$ cat config.mk
export PLATFORM = sky130hd
export DESIGN_NAME = tinker_muldiv
export DESIGN_NICKNAME = d
export VERILOG_FILES = /design/src/rtl/tinker_muldiv.sv
export SDC_FILE = /design/constraint.sdc
export NUM_CORES = 1
export LEC_CHECK = 0
export ABC_AREA = 1
export ABC_CLOCK_PERIOD_IN_PS = 14300
export BUFFER_PORTS_ARGS = -buffer_cell sky130_fd_sc_hd__buf_2
export CORE_MARGIN = 2
export CORE_UTILIZATION = 45
export DETAILED_ROUTE_END_ITERATION = 12
export GPL_ROUTABILITY_DRIVEN = 1
export GPL_TIMING_DRIVEN = 0
export HOLD_SLACK_MARGIN = 0.08
export SYNTH_ARGS = -nofsm -noshare
export SYNTH_HDL_FRONTEND = slang
export SYNTH_SLANG_ARGS = --single-unit
$ cat constraint.sdc
create_clock -name clk -period 14.3 [get_ports clk]
set_clock_uncertainty 0.15 [all_clocks]
set_input_delay 2.145 -clock clk [delete_from_list [all_inputs] [get_ports clk]]
set_output_delay 2.145 -clock clk [all_outputs]
set_load 0.03 [all_outputs]
$ cat src/rtl/tinker_muldiv.sv
// rtl/tinker_muldiv.sv - iterative one-bit-per-cycle unsigned multiply/divide unit
// Shift-add multiply and restoring divide share a fixed WIDTH-cycle latency.
module tinker_muldiv #(
  parameter int WIDTH = 64,
  parameter int TAG_W = 5
) (
  input  logic             clk,
  input  logic             reset,
  input  logic             abort,
  input  logic             in_valid,
  output logic             in_ready,
  input  logic [1:0]       in_op,
  input  logic [WIDTH-1:0] in_a,
  input  logic [WIDTH-1:0] in_b,
  input  logic [TAG_W-1:0] in_tag,
  output logic             out_valid,
  input  logic             out_ready,
  output logic [WIDTH-1:0] out_result,
  output logic [TAG_W-1:0] out_tag,
  output logic             out_dbz
);

  localparam int CW = $clog2(WIDTH + 1);
  localparam logic [CW-1:0] LAST = CW'(WIDTH - 1);

  typedef enum logic [1:0] {IDLE, BUSY, DONE} state_t;

  state_t             state;
  logic [1:0]         op_q;
  logic [WIDTH-1:0]   a_q;
  logic [WIDTH-1:0]   b_q;
  logic [TAG_W-1:0]   tag_q;
  logic [CW-1:0]      cnt;
  logic [2*WIDTH-1:0] prod;
  logic [WIDTH-1:0]   quo;
  logic [WIDTH-1:0]   rem;

  logic [WIDTH:0]     mul_sum;
  logic [2*WIDTH-1:0] prod_next;
  logic [WIDTH:0]     div_shift;
  logic               div_ge;
  logic [WIDTH-1:0]   quo_next;
  logic [WIDTH-1:0]   rem_next;
  logic [WIDTH-1:0]   result_next;
  logic               accept;

  always_comb begin
    in_ready = 1'b0;
    case (state)
      IDLE:    in_ready = 1'b1;
      DONE:    in_ready = out_ready;
      default: in_ready = 1'b0;
    endcase
  end

  assign accept = in_valid && in_ready;

  always_comb begin
    // Multiplier sits in the low half and shifts out LSB first.
    mul_sum = {1'b0, prod[2*WIDTH-1:WIDTH]};
    if (prod[0]) mul_sum = mul_sum + {1'b0, a_q};
    prod_next = {mul_sum, prod[WIDTH-1:1]};

    // Dividend bits shift out of quo's MSB as quotient bits shift in.
    div_shift = {rem, quo[WIDTH-1]};
    div_ge    = div_shift >= {1'b0, b_q};
    rem_next  = div_ge ? (div_shift[WIDTH-1:0] - b_q) : div_shift[WIDTH-1:0];
    quo_next  = {quo[WIDTH-2:0], div_ge};

    result_next = '0;
    case (op_q)
      2'b00:   result_next = prod_next[WIDTH-1:0];
      2'b01:   result_next = prod_next[2*WIDTH-1:WIDTH];
      2'b10:   result_next = quo_next;
      default: result_next = rem_next;
    endcase
  end

  always_ff @(posedge clk) begin
    if (!reset) begin
      state      <= IDLE;
      cnt        <= '0;
      out_valid  <= 1'b0;
      out_result <= '0;
      out_tag    <= '0;
      out_dbz    <= 1'b0;
    end else if (abort) begin
      state     <= IDLE;
      out_valid <= 1'b0;
    end else begin
      case (state)
        BUSY: begin
          prod <= prod_next;
          quo  <= quo_next;
          rem  <= rem_next;
          cnt  <= cnt + 1'b1;
          if (cnt == LAST) begin
            state      <= DONE;
            out_valid  <= 1'b1;
            out_result <= result_next;
            out_tag    <= tag_q;
            out_dbz    <= op_q[1] && (b_q == '0);
          end
        end
        DONE: begin
          if (out_ready) begin
            out_valid <= 1'b0;
            state     <= IDLE;
          end
        end
        default: state <= IDLE;
      endcase
      if (accept) begin
        op_q  <= in_op;
        a_q   <= in_a;
        b_q   <= in_b;
        tag_q <= in_tag;
        prod  <= {{WIDTH{1'b0}}, in_b};
        quo   <= in_a;
        rem   <= '0;
        cnt   <= '0;
        state <= BUSY;
      end
    end
  end

endmodule

==> impl_results.md, run 1 <==
- FF-to-FF End: prod[127]
- Worst Hold End: out_result[56]
- Vias: 32,100
- Synth-to-Final Area Change: 13.9%
- Synth Cell Area: 32,000 um2
- Share of cells above drive strength 1: 8.88%
- Worst Path Arrival: 5760 ps
- Post-synthesis mux area share: 0.0351%
- Cell variety after synth: 43
- Setup Buffers After CTS: 0
- Crit share post-route: 39.0%
- Max-slew headroom: -4.70%
- EDFF count, synth: 391
- R2R Setup Slk: 9990 ps
- Post-Synth Adder-Cell Area: 5.16%
- Cts hold-fix bufs: 0
- CTS tree: done
- Count leader, synth: nand2_1
- Mean Syn Cell Area: 6.95 um2
- Sw frac: 29.5%
- Synth Area in Compound Gates: 8.58%
- Final nets: 5,160
- VDD IR max: 0.103 mV
- I/O pin cnt: 212
- Die width: 271 um
- Status: finished with violations
- Most frequent cells after synthesis: nand2_1, inv_1, edfxtp_1
- Initial drt markers: 4,604
- Final Instance Area: 36,500 um2
- Minimum clock period: 5580 ps
- Setup Crit Path Kind: input pin to flip-flop
- Syn Inst Count: 4,610
- CTS Root Cell: clkbuf_16
- Hold WS: 314 ps
- Min-delay worst type: flip-flop to flip-flop
- Primary FF master, synth: edfxtp_1
- PwrDens: 103 nW/um2
- Initial Utilization: 45.6%
- Post-route DRC: 0
- Worst R2R Start: state[1]
- Initial antenna violation count: 10
- DR pass1 iterations: 7
- Sw Pwr: 0.00111 W
- Synth Register Bits: 471
- Critical Path Sink Type: flip-flop
- Post-CTS sizing: 0
- WHS Path Cells: 2
- First-pass GRT wire length: 200,000 um
- Clk buf depth: 3
- Fmax: 179 MHz
- Worst hold start: out_result[56]
- Post-synthesis sequential area ratio: 41.6%
- Final WL: 141,000 um
- RSZ-0062 raised after global routing: no
- HPWL Detailed: 119,000 um
- Cts bufs inserted: 53
- Power share of the combinational group: 17.4%
- Fin. max-slew vios: 11
- Core area: 70,300 um2
- Clock power frac: 40.6%
- Synth top area share: 36.6%
- Number of cells on the worst reg-to-reg path: 9
- Total gr overflow: 0
- Post-route ant nets: 0
- Wire per inst: 24.0 um
- Worst-Skew Late Latency: 630 ps
- LEAKAGE: 17.9 nW
- Register share of total power: 42.0%
- Die height: 271 um
- FP Rows: 97
- CP Max Fanout: 10
- DR vias/cell: 5.46
- Top area cells in the synthesized netlist: edfxtp_1, nand2_1, inv_1, ha_1, dfxtp_1
- Cell Area, Placed: 34,600 um2
- CP Launch Type: input pin
- Post-Synth Simple-Gate Area: 32.2%
- Max_cap viols: 1
- Number of port buffers: 210
- Synth area leader: edfxtp_1
- Worst-path clk slew: 60 ps
- Clock Sinks: 471
- Synth Area in XOR/XNOR: 1.45%
- Total negative slack: 0 ps
- Share of synthesized flip-flops with an asynchronous set or reset: 0%
- Number of global-route vias before repair: 29,400
- Final setup viols: 0
- # H-tree levels: 2
- Worst slew pin tran: 1570 ps
- GP Congestion: 1.06
- Largest net degree at the start of global routing: 34
- Syn Nets: 4,881
- Final hold vios: 0
- WP data required: 14,470 ps
- Synth warn: 0
- Die Footprint: 73,300 um2
- Largest family of logic cells by synthesized area: simple AND/OR/NAND/NOR gates
- Pint: 0.00265 W
- Overall global routing resource usage: 37.7%
- Failing checks: capacitance limit, slew limit
layout make-up:
class	instances	area (um2)
clock inverters	39	507
plain buffers	129	601
flip-flops and latches	471	13300
repair buffers	224	1340
fillers	7269	33800
clock buffers	60	1420
diodes	1	2.50
multi-input cells	3238	15200
well taps	940	1180
inverters	772	2900
stage by stage:
step	total power [W]	std cells	setup WS (ps)	utilization, %
floorplan	0.00199	4610	3780	-
global placement	0.00224	5760	-277	48.8
detailed placement	0.00223	5774	8210	49.2
CTS	0.00374	5873	8850	51.9
global route	0.00387	5873	8790	51.9
finish	0.00375	5874	8720	51.9
power by group through the flow:
stage / sequential [W] / clock, W / combinational (W)
3_5_place_dp: 0.00160 / 0 / 0.000631
5_1_grt: 0.00158 / 0.00158 / 0.000708
4_1_cts: 0.00157 / 0.00153 / 0.000635
2_1_floorplan: 0.00160 / 0 / 0.000385
6_report: 0.00158 / 0.00152 / 0.000654
3_3_place_gp: 0.00162 / 0 / 0.000618
worst max-delay path, stage by stage:
cell      delay (ps)
buf_2             90
nor2_1            50
nor2_1           260
nand2_1          330
inv_1            360
clkbuf_1         590
clkbuf_1        1200
clkbuf_1         600
nor2_1           120
routing by layer:
layer | GRT usage (%) | share of wire (%) | wire length (um) | vias to the layer above
li1 | - | - | - | 15200
met1 | 57.1 | 45 | 63000 | 14900
met2 | 52.6 | 39 | 55400 | 1789
met4 | 9.65 | 2.9 | 4120 | 12
met5 | 0 | 0.056 | 79 | -
met3 | 9.77 | 13 | 18500 | 194
worst max path at each step:
stage / from / to / slack, ps / depth (start not counted)
2_1_floorplan: out_ready / prod[0] / 3780 / 8
3_3_place_gp: out_ready / prod[120] / -280 / 9
3_5_place_dp: out_ready / rem[56] / 8210 / 9
4_1_cts: out_ready / prod[127] / 8850 / 9
5_1_grt: out_ready / prod[127] / 8790 / 9
6_report: out_ready / prod[127] / 8720 / 9
layout by cell type (no fill, tap or decap), drive strengths merged, types with 2 or more instances in the layout:
master,count
a21boi,2
bufinv,11
clkinvlp,5
nor2,339
xor2,9
ha,129
fa,2
nand4,25
xnor2,44
nand3b,16
clkbuf,163
nor3,34
o21bai,13
or2,46
o21a,5
nor4,8
clkinv,19
nand2,1739
inv,776
o21ai,175
buf,250
and2,4
a21oi,319
nand3,309
edfxtp,391
o211ai,12
dfxtp,80
sequential cells by signal, summed over array words and instances (netlist names):
| signal | count |
|---|---|
| b_q | 64 |
| out_valid | 1 |
| a_q | 64 |
| out_result | 64 |
| state | 2 |
| prod | 128 |
| out_tag | 5 |
| tag_q | 5 |
| quo | 64 |
| out_dbz | 1 |
| op_q | 2 |
| cnt | 7 |
| rem | 64 |
cell families after synthesis:
logic type	after synthesis
compound gates	530
xor+xnor	53
fa+ha+maj	131
buf+inv	901
flops	471
mux	1
simple gates	2523
(Power assumes the default switching activity.)
==> run 2: changes to the inputs <==
- ABC_AREA: 1 -> 0
- ABC_CLOCK_PERIOD_IN_PS: 14300 -> 5400
- clock period: 14.3 -> 5.4 ns (I/O delays scaled with it)
==> run 2 against run 1 <==
  * The run still ends with capacitance limit, slew limit left
  * Flip-flop and latch count unchanged
  * Via count decreased by 20%
  * Total power increased by 150%
  * Die area decreased by 12%
  * Cell count decreased by 29%
  * Final area decreased by 11%
  * Utilization increased by 0.26 points
  * Wire length decreased by 18%
  * Synthesized cell count decreased by 34%
  * Global-route usage decreased by 2.5 points
  * Sequential power increased to 2.6 times the previous value
  * Count of clock-buffer cells in the layout increased by 11
  * Critical endpoint is now out_result[35]
  * Highest routed layer unchanged
==> impl_results.md, run 2 <==
- Number of port buffers: 211 (+0.48%)
- Failing checks: capacitance limit, slew limit
- Worst Path Arrival: 5700 ps (-60 ps)
- HPWL Detailed: 91,900 um (-22%)
- Post-route DRC: 0 (unchanged)
- Die width: 255 um (-6.0%)
- Max reg flops: 128 (unchanged)
- Final Instance Area: 32,300 um2 (-11%)
- Most frequent cells in the layout: nand2_1, edfxtp_1, nor2_1
- I/O pin cnt: 212 (unchanged)
- Share of synthesized flip-flops with an asynchronous set or reset: 0% (unchanged)
- LEAKAGE: 13.2 nW (-26%)
- Number of global-route vias before repair: 24,300 (-17%)
- Final hold vios: 0 (unchanged)
- Die Footprint: 64,800 um2 (-12%)
- Fillcell total: 5,952 (-18%)
- Met2 Track Usage GR: 53.7% (+1.1 points)
- DR pass1 iterations: 8 (+1)
- Mean Syn Cell Area: 9.35 um2 (+35%)
- Post-route ant nets: 0 (unchanged)
- Status: finished with violations
- Synth top area share: 41.5% (+4.9 points)
- Footprint of the multi-input gates: 13,800 um2 (-9.2%)
- CTS tree: done
- EDFF count, synth: 391 (unchanged)
- Die height: 255 um (-6.0%)
- CP Launch Type: flip-flop
- Worst-path clk slew: 70 ps (about the same)
- GR Util met1: 49.7% (-7.3 points)
- CP Max Fanout: 10 (unchanged)
- Total gr overflow: 0 (unchanged)
- Initial Utilization: 45.6% (+0.050 points)
- Initial antenna violation count: 1 (-9)
- Cts bufs inserted: 54 (+1.9%)
- Most frequent cells after synthesis: nand2_1, edfxtp_1, nor2_1
- Synth Cell Area: 28,300 um2 (-12%)
- WHS Path Cells: 1 (-1)
- Storage element area: 13,300 um2 (unchanged)
- Syn Inst Count: 3,023 (-34%)
- Fmax: 186 MHz
- RSZ-0062 raised after global routing: no
- Worst Hold End: tag_q[0]
- Worst-Skew Late Latency: 620 ps (about the same)
- Synth Register Bits: 471 (unchanged)
- Synth-to-Final Area Change: 14.4%
- GP Congestion: 0.954 (-10%)
- Final setup viols: 0 (unchanged)
- Max-slew headroom: -0.699% (+4.0 points)
- Max_cap viols: 1 (unchanged)
- Worst slew pin tran: 1510 ps (-60.0 ps)
- Minimum clock period: 5370 ps
- Setup Crit Path Kind: flip-flop to flip-flop
- Reg with most FFs: prod
- Syn Nets: 3,294 (-33%)
- Final nets: 3,570 (-31%)
- PwrDens: 287 nW/um2 (+180%)
- Total negative slack: 0 ps (unchanged)
- Count leader, synth: nand2_1
- Setup Buffers After CTS: 0 (unchanged)
- DR vias/cell: 6.13 (+12%)
- VDD IR max: 0.278 mV (+170%)
- Core area: 61,900 um2 (-12%)
- Largest net degree at the start of global routing: 68 (+100%)
- CTS Root Cell: clkbuf_16
- Clock Sinks: 471 (unchanged)
- Cell variety after synth: 81 (+88%)
- Synth area leader: edfxtp_1
- Initial drt markers: 3,014 (-35%)
- Cell Area, Placed: 30,600 um2 (-11%)
- Post-layout util: 52.2% (+0.26 points)
- Critical Path Sink Type: flip-flop
- FP Rows: 91 (-6.2%)
- # H-tree levels: 2 (unchanged)
- Worst R2R Start: b_q[28]
- Overall global routing resource usage: 35.2% (-2.5 points)
- Most common cell after layout, fill and taps aside: nand2_1
- Post-synthesis sequential area ratio: 47.2% (+5.6 points)
- Number of cells on the worst reg-to-reg path: 17 (+8)
- First-pass GRT wire length: 164,000 um (-18%)
- FF-to-FF End: out_result[35]
- Min-delay worst type: input pin to flip-flop
- Worst hold start: in_tag[0]
- Crit share post-route: 99.5%
- Wire per inst: 27.7 um (+15%)
- Top area cells in the synthesized netlist: edfxtp_1, nand2_1, ha_1, dfxtp_1, a21oi_1
- Fin. max-slew vios: 11 (unchanged)
- Primary FF master, synth: edfxtp_1
- WP data required: 5730 ps (-8740 ps)
- Synth warn: 0 (unchanged)
- Final WL: 116,000 um (-18%)
- Share of cells above drive strength 1: 11.4% (+2.5 points)
- Clk buf depth: 3 (unchanged)
- R2R Setup Slk: 30 ps (-9960 ps)
- GR Util met3: 6.65% (-3.1 points)
- Vias: 25,600 (-20%)
- GRT busiest layer: met2
==> run 2: changes by cell type in the layout (fill, tap and decap cells not counted), sizes merged, moves of 26 or more <==
cell / previous run / this run
nand2: 1739 / 566
inv: 776 / 111
nand3: 309 / 36
mux2i: 0 / 105
nor2: 339 / 246
a21oi: 319 / 232
a21o: 0 / 83
a31oi: 0 / 44
clkbuf: 163 / 207
or2: 46 / 5
xor2: 9 / 43
nand4: 25 / 56
a211oi: 1 / 27
==> run 2: worst max-delay path by stage <==
| stage | from | end | slack, ps |
|---|---|---|---|
| finish | b_q[28] | out_result[35] | 30 |
| floorplan | out_ready | a_q[0] | 860 |
| global route | b_q[28] | out_result[40] | 8 |
| detailed placement | b_q[2] | rem[60] | -580 |
| global placement | out_ready | a_q[14] | -560 |
| CTS | b_q[28] | out_result[38] | 10 |
==> run 2: final cells by class <==
class	instances	area share [%]
multi-input combinational	2265	42.7
sequential	471	41.3
clock buffer	71	4.44
timing repair buffer	220	3.92
tap	837	3.24
buffer	177	2.32
inverter	110	1.28
clock inverter	31	0.809
antenna	1	0.00774
==> run 2: stage by stage <==
stage               setup WS (ps)  hold WS, ps  total power, W  cells
CTS                          13.4          189         0.00925   4182
global placement             -555          285         0.00566   4071
detailed placement           -584          291         0.00567   4080
global route                 8.13          201         0.00954   4182
finish                       25.0          211         0.00928   4183
floorplan                     864          308         0.00509   3023
==> run 2: worst max-delay path, cell delays in order (launching register included) <==
cell and delay (ps):
edfxtp_1 420, inv_1 60, ha_1 270, clkbuf_2 170, nand4_1 210, nor3_1 460
nand4_1 400, nor3_2 480, o41ai_2 270, a211o_1 420, a211oi_2 260, or2_1 120
buf_4 140, buf_12 180, buf_6 240, mux2i_1 680, a21o_1 210, a31oi_1 70
==> run 2: report_power, final <==
part           switching (W)  internal (W)
Sequential         0.0000844       0.00409
Combinational        0.00101      0.000468
Clock                0.00160       0.00202
Total                0.00270       0.00658
==> run 2: per-layer routing <==
layer / share of wire, % / vias to the layer above
met5: 0.020 / -
met4: 3.9 / 4
met3: 9.9 / 231
met2: 43 / 1294
met1: 43 / 12500
li1: - / 11600
==> run 2: cell families after synthesis <==
logic type / synth area share, %
AOI/OAI and AO/OA: 18.3
muxes: 4.00
DFF: 47.2
buffers and inverters: 4.11
xor gates and xnor gates: 3.47
and+or+nand+nor: 17.1
adders and majority gates: 5.85
==> run 2: what timing repair did <==
action / 4_1_cts / 5_1_grt
endpoints found under the hold margin: 0 / 0
setup endpoints to repair: 73 / 8
hold buffers: 0 / 0
resized for setup: 3 / 6
